$ cat config.mk
export PLATFORM = sky130hd
export DESIGN_NAME = aes_out_serializer
export DESIGN_NICKNAME = d
export VERILOG_FILES = /design/src/rtl/aes_pkg.sv /design/src/rtl/aes_blk_fifo.sv /design/src/rtl/aes_out_serializer.sv
export SDC_FILE = /design/constraint.sdc
export NUM_CORES = 1
export LEC_CHECK = 0
export CORE_AREA = 2 2 187 116
export DETAILED_ROUTE_END_ITERATION = 6
export DIE_AREA = 0 0 189 118
export PLACE_DENSITY = 0.75
export SLEW_MARGIN = 20
export SYNTH_ARGS = -nofsm -noshare
export SYNTH_HDL_FRONTEND = slang
export SYNTH_SLANG_ARGS = --single-unit
$ cat constraint.sdc
create_clock -name clk -period 5 [get_ports clk]
set_input_delay 1 -clock clk [delete_from_list [all_inputs] [get_ports clk]]
set_output_delay 1 -clock clk [all_outputs]
set_load 0.005 [all_outputs]
$ cat src/rtl/aes_pkg.sv
// rtl/aes_pkg.sv - shared widths and FSM state type for the AES output serializer
package aes_pkg;

  localparam int AES_BLOCK_W   = 128;
  localparam int CT_WORD_W     = 32;
  localparam int WORDS_PER_BLK = 4;

  typedef enum logic {
    IDLE = 1'b0,
    SEND = 1'b1
  } state_t;

endpackage

$ cat src/rtl/aes_blk_fifo.sv
// rtl/aes_blk_fifo.sv - DEPTH x 128-bit block buffer with push/pop, full/empty and occupancy count
module aes_blk_fifo
  import aes_pkg::*;
#(
  parameter  int DEPTH = 2,
  localparam int PTR_W = (DEPTH > 1) ? $clog2(DEPTH) : 1,
  localparam int CNT_W = $clog2(DEPTH + 1)
) (
  input  logic                   clk,
  input  logic                   reset,
  input  logic                   i_push,
  input  logic                   i_pop,
  input  logic [AES_BLOCK_W-1:0] i_data,
  output logic [AES_BLOCK_W-1:0] o_data,
  output logic                   o_full,
  output logic                   o_empty,
  output logic [CNT_W-1:0]       o_count
);

  logic [AES_BLOCK_W-1:0] r_mem [DEPTH];
  logic [PTR_W-1:0]       r_wr_ptr;
  logic [PTR_W-1:0]       r_rd_ptr;
  logic [CNT_W-1:0]       r_count;

  // Storage carries no reset; only the pointers and count define validity.
  always_ff @(posedge clk) begin
    if (i_push) r_mem[r_wr_ptr] <= i_data;
  end

  always_ff @(posedge clk or negedge reset) begin
    if (!reset) begin
      r_wr_ptr <= '0;
      r_rd_ptr <= '0;
      r_count  <= '0;
    end else begin
      if (i_push) r_wr_ptr <= (r_wr_ptr == PTR_W'(DEPTH - 1)) ? '0 : r_wr_ptr + PTR_W'(1);
      if (i_pop)  r_rd_ptr <= (r_rd_ptr == PTR_W'(DEPTH - 1)) ? '0 : r_rd_ptr + PTR_W'(1);
      if (i_push && !i_pop)      r_count <= r_count + CNT_W'(1);
      else if (i_pop && !i_push) r_count <= r_count - CNT_W'(1);
    end
  end

  assign o_data  = r_mem[r_rd_ptr];
  assign o_full  = (r_count == CNT_W'(DEPTH));
  assign o_empty = (r_count == '0);
  assign o_count = r_count;

endmodule

$ cat src/rtl/aes_out_serializer.sv
// rtl/aes_out_serializer.sv - buffers 128-bit AES ciphertext blocks and streams them as four 32-bit words
module aes_out_serializer
  import aes_pkg::*;
#(
  parameter  int DEPTH     = 2,
  parameter  bit MSB_FIRST = 1'b1,
  localparam int CNT_W     = $clog2(DEPTH + 1)
) (
  input  logic                   clk,
  input  logic                   reset,
  input  logic                   valid_out,
  input  logic [AES_BLOCK_W-1:0] cipher_text_128,
  input  logic                   ct_word_ready,
  input  logic                   clear_overflow,
  output logic                   ct_word_valid,
  output logic [CT_WORD_W-1:0]   ct_word,
  output logic                   ct_word_last,
  output logic [CNT_W-1:0]       blk_count,
  output logic                   overflow
);

  state_t                 r_state;
  state_t                 w_state_nxt;
  logic [1:0]             r_idx;
  logic                   r_overflow;
  logic                   w_xfer;
  logic                   w_pop;
  logic                   w_push;
  logic                   w_drop;
  logic                   w_full;
  logic                   w_empty;
  logic [AES_BLOCK_W-1:0] w_head;
  logic [1:0]             w_sel;
  logic [CT_WORD_W-1:0]   w_word;

  // A full buffer still accepts a block when its head pops on the same edge.
  assign w_xfer = (r_state == SEND) && ct_word_ready;
  assign w_pop  = w_xfer && (r_idx == 2'd3) && !w_empty;
  assign w_push = valid_out && (!w_full || w_pop);
  assign w_drop = valid_out && w_full && !w_pop;

  aes_blk_fifo #(
    .DEPTH (DEPTH)
  ) u_fifo (
    .clk     (clk),
    .reset   (reset),
    .i_push  (w_push),
    .i_pop   (w_pop),
    .i_data  (cipher_text_128),
    .o_data  (w_head),
    .o_full  (w_full),
    .o_empty (w_empty),
    .o_count (blk_count)
  );

  always_comb begin
    w_state_nxt = r_state;
    case (r_state)
      IDLE: if (w_push) w_state_nxt = SEND;
      SEND: if (w_pop && (blk_count == CNT_W'(1)) && !w_push) w_state_nxt = IDLE;
      default: w_state_nxt = IDLE;
    endcase
  end

  always_ff @(posedge clk or negedge reset) begin
    if (!reset) begin
      r_state    <= IDLE;
      r_idx      <= 2'd0;
      r_overflow <= 1'b0;
    end else begin
      r_state <= w_state_nxt;
      if (w_xfer) r_idx <= r_idx + 2'd1;
      if (w_drop)              r_overflow <= 1'b1;
      else if (clear_overflow) r_overflow <= 1'b0;
    end
  end

  // w_sel is the 32-bit lane number counted from bit 0 of the head block.
  always_comb begin
    w_sel  = MSB_FIRST ? (2'd3 - r_idx) : r_idx;
    w_word = '0;
    case (w_sel)
      2'd0: w_word = w_head[CT_WORD_W-1:0];
      2'd1: w_word = w_head[2*CT_WORD_W-1:CT_WORD_W];
      2'd2: w_word = w_head[3*CT_WORD_W-1:2*CT_WORD_W];
      2'd3: w_word = w_head[4*CT_WORD_W-1:3*CT_WORD_W];
      default: w_word = '0;
    endcase
  end

  assign ct_word_valid = (r_state == SEND);
  assign ct_word       = ct_word_valid ? w_word : '0;
  assign ct_word_last  = ct_word_valid && (r_idx == 2'd3);
  assign overflow      = r_overflow;

endmodule

==> qor.yml <==
grt_max_degree: 71
fmax_ghz: 0.230
rsz0062_at_grt: "false"
synthXorXnorAreaFrac: 0.00433
dr.pass1.iters: 5
setup_ws_ns: 0.658
cts_root_buffer: "clkbuf_16"
layout-drive-gt1-share: 0.0747
path_class: "flop to output pin"
timing.slew.headroom: 0.283
area_delta_synth_final_pct: 26.4
synth_top_family_by_area: "compound AO/OA/AOI/OAI gates"
track_usage: 0.202
cts.clk_slew.worst_paths_ns: 0.06
multi_input_area_mm2: 0.00199
dp_slack_ns: 1.23
synth_compound_area_frac: 0.0785
setup_viol: 0
met2WireLength_mm: 10.3
tightest_slew_ns: 1.07
timing.hold.ws_ns: 0.485
ios: 170
syn_inst: 594
cts_buffer_depth: 3
dieArea_mm2: 0.0223
final_hold_viol_count: 0
arrival_ns: 3.34
synthAdderAreaFrac: 0.0111
finalSetupTns_ns: 0
cts_made_buffers: 25
period_share: 0.868
powerDensity_mw_per_mm2: 606
antenna_found_initial: 5
fin_nets: 904
syn_area_mm2: 0.0101
period_needed_ns: 4.34
dpl.hpwl_mm: 14.4
clock-sinks: 264
post-cts-setup-buffer-count: 0
crit_fanout: 34
worstPathRequired_ns: 4.00
place_congestion: 0.775
r2r-end: "u_fifo.r_mem[1][109]"
hold_path.class: "flop to flop"
core-area_mm2: 0.0206
final_max_slew_viol_count: 0
cts_tree: "done"
synth.avg_cell_area_um2: 17.0
topRoutingLayerUsed: "met5"
crit_path_start: "r_idx[0]"
die_h_um: 118
vdd_drop_max_uv: 427
critPathLaunchType: "flop"
synth_mux_area_frac: 0.0328
maxCapViolations: 0
p_leak_nw: 4.31
critPathCapture: "ct_word[22]"
final_core_util: 0.622
final_common_cell: "edfxtp_1"
status: "finished clean"
worst_r2r_startpoint: "ct_word_valid"
place.port_buffers: 169
die_w_um: 189
vias_per_cell: 5.68
antenna_left: 0
ff2ff_path_depth: 4
vias: 5993
clk_latency_ns: 0.51
yosys_warnings: 0
wl_per_cell_um: 21.7
fill_cells: 1451
ctsHtreeMaxLevel: 1
cts-resized-gates: 0
regArea_mm2: 0.00789
wl_met3_mm: 2.30
final_cell_mix: "edfxtp_1 (256), clkdlybuf4s50_1 (169), nand2_1 (66)"
drc: 0
ys_seq_area_frac: 0.779
reg2reg_slack_ns: 2.33
start_util: 0.492
synthesis.nets: 736
grt_pass1_wl_mm: 34.4
drt_iter0_drc: 593
wl_met1_mm: 9.95
synth_cell_types: 27
wl_mm: 22.9
endpoint_kind: "output pin"
synth_simple_gate_area_frac: 0.0681
clock_skew_ns: 0.0147
grt_overflow_total: 0
row_count: 41
synth-seq-cells: 264
cts_hold_buf: 0
first_global_vias: 6247
-- cells in the mapped netlist --
master    instances  area, µm²
a21boi_4          1       18.8
a22oi_1          64        480
a32oi_1          32        280
and2_1            2       12.5
and2b_1           1       7.51
and3_1           31        194
and3_2            1       7.51
buf_1             3       11.3
buf_2            20        100
buf_4             2       15.0
buf_6             8       90.1
clkbuf_1          6       22.5
dfrtp_1           8        200
edfxtp_1        256       7690
ha_1              9        113
inv_1             6       22.5
mux2_2            1       11.3
mux2i_1          32        320
nand2_1          66        248
nand2b_1          1       6.26
nand3_1          33        165
nand4b_4          1       23.8
nor2_4            1       11.3
nor2b_4           1       13.8
o21ai_0           3       15.0
xnor2_1           3       26.3
xor2_1            2       17.5
-- worst min-delay path by stage --
stage / startpoint / to / slack, ns / cells past startpoint
global placement: u_fifo.r_wr_ptr / u_fifo.r_wr_ptr / 0.47 / 1
CTS: u_fifo.r_wr_ptr / u_fifo.r_wr_ptr / 0.48 / 1
finish: u_fifo.r_wr_ptr / u_fifo.r_wr_ptr / 0.48 / 1
global route: u_fifo.r_wr_ptr / u_fifo.r_wr_ptr / 0.54 / 1
detailed placement: u_fifo.r_wr_ptr / u_fifo.r_wr_ptr / 0.47 / 1
floorplan: u_fifo.r_wr_ptr / u_fifo.r_wr_ptr / 0.45 / 1
-- worst max-delay path, stage by stage, from the launching register on --
cell and delay [ns]:
dfrtp_1 0.44, ha_2 0.53, nor2b_4 0.96, nand3_1 0.18
and3_1 0.27, clkdlybuf4s50_1 0.45
-- logic make-up after synthesis --
group           Yosys count
xor+xnor                  5
compound gates          100
buf+inv                  45
mux                      33
simple gates            138
flops                   264
fa+ha+maj                 9
-- sequential cells by signal, summed over array words and instances (netlist names) --
register and count:
u_fifo.r_wr_ptr 1, u_fifo.r_rd_ptr 1, overflow 1, ct_word_valid 1, r_idx 2, u_fifo.o_count 2, u_fifo.r_mem 256
-- routing by layer --
layer	GRT usage	up-vias
met5	0	-
met4	0.0405	6
met2	0.316	277
li1	-	2695
met3	0.0590	41
met1	0.285	2974
-- report_power, final --
group | leakage (nW) | internal (mW) | switching [mW]
Clock | 0.360 | 0.956 | 0.747
Combinational | 1.48 | 1.33 | 1.53
Sequential | 2.48 | 3.03 | 0.165
Total | 4.31 | 5.31 | 2.44
-- cell type report --
type                    instances  area share
inverters                       6     0.00176
multi-input cells             285       0.155
diodes                          1    0.000196
repair buffers                180       0.142
clock inverters                 8     0.00313
flip-flops and latches        264       0.617
well taps                     279      0.0273
clock buffers                  33      0.0536
-- per-stage QoR --
stage,cells,power (mW),cell area (µm²)
final,1056,7.75,12800
after global routing,1055,8.14,12800
after CTS,1055,7.80,12800
after detailed placement,1014,6.09,12100
after global placement,1014,5.98,12100
after floorplan,594,4.85,10100
No activity file was read; power rests on OpenSTA's default activity.
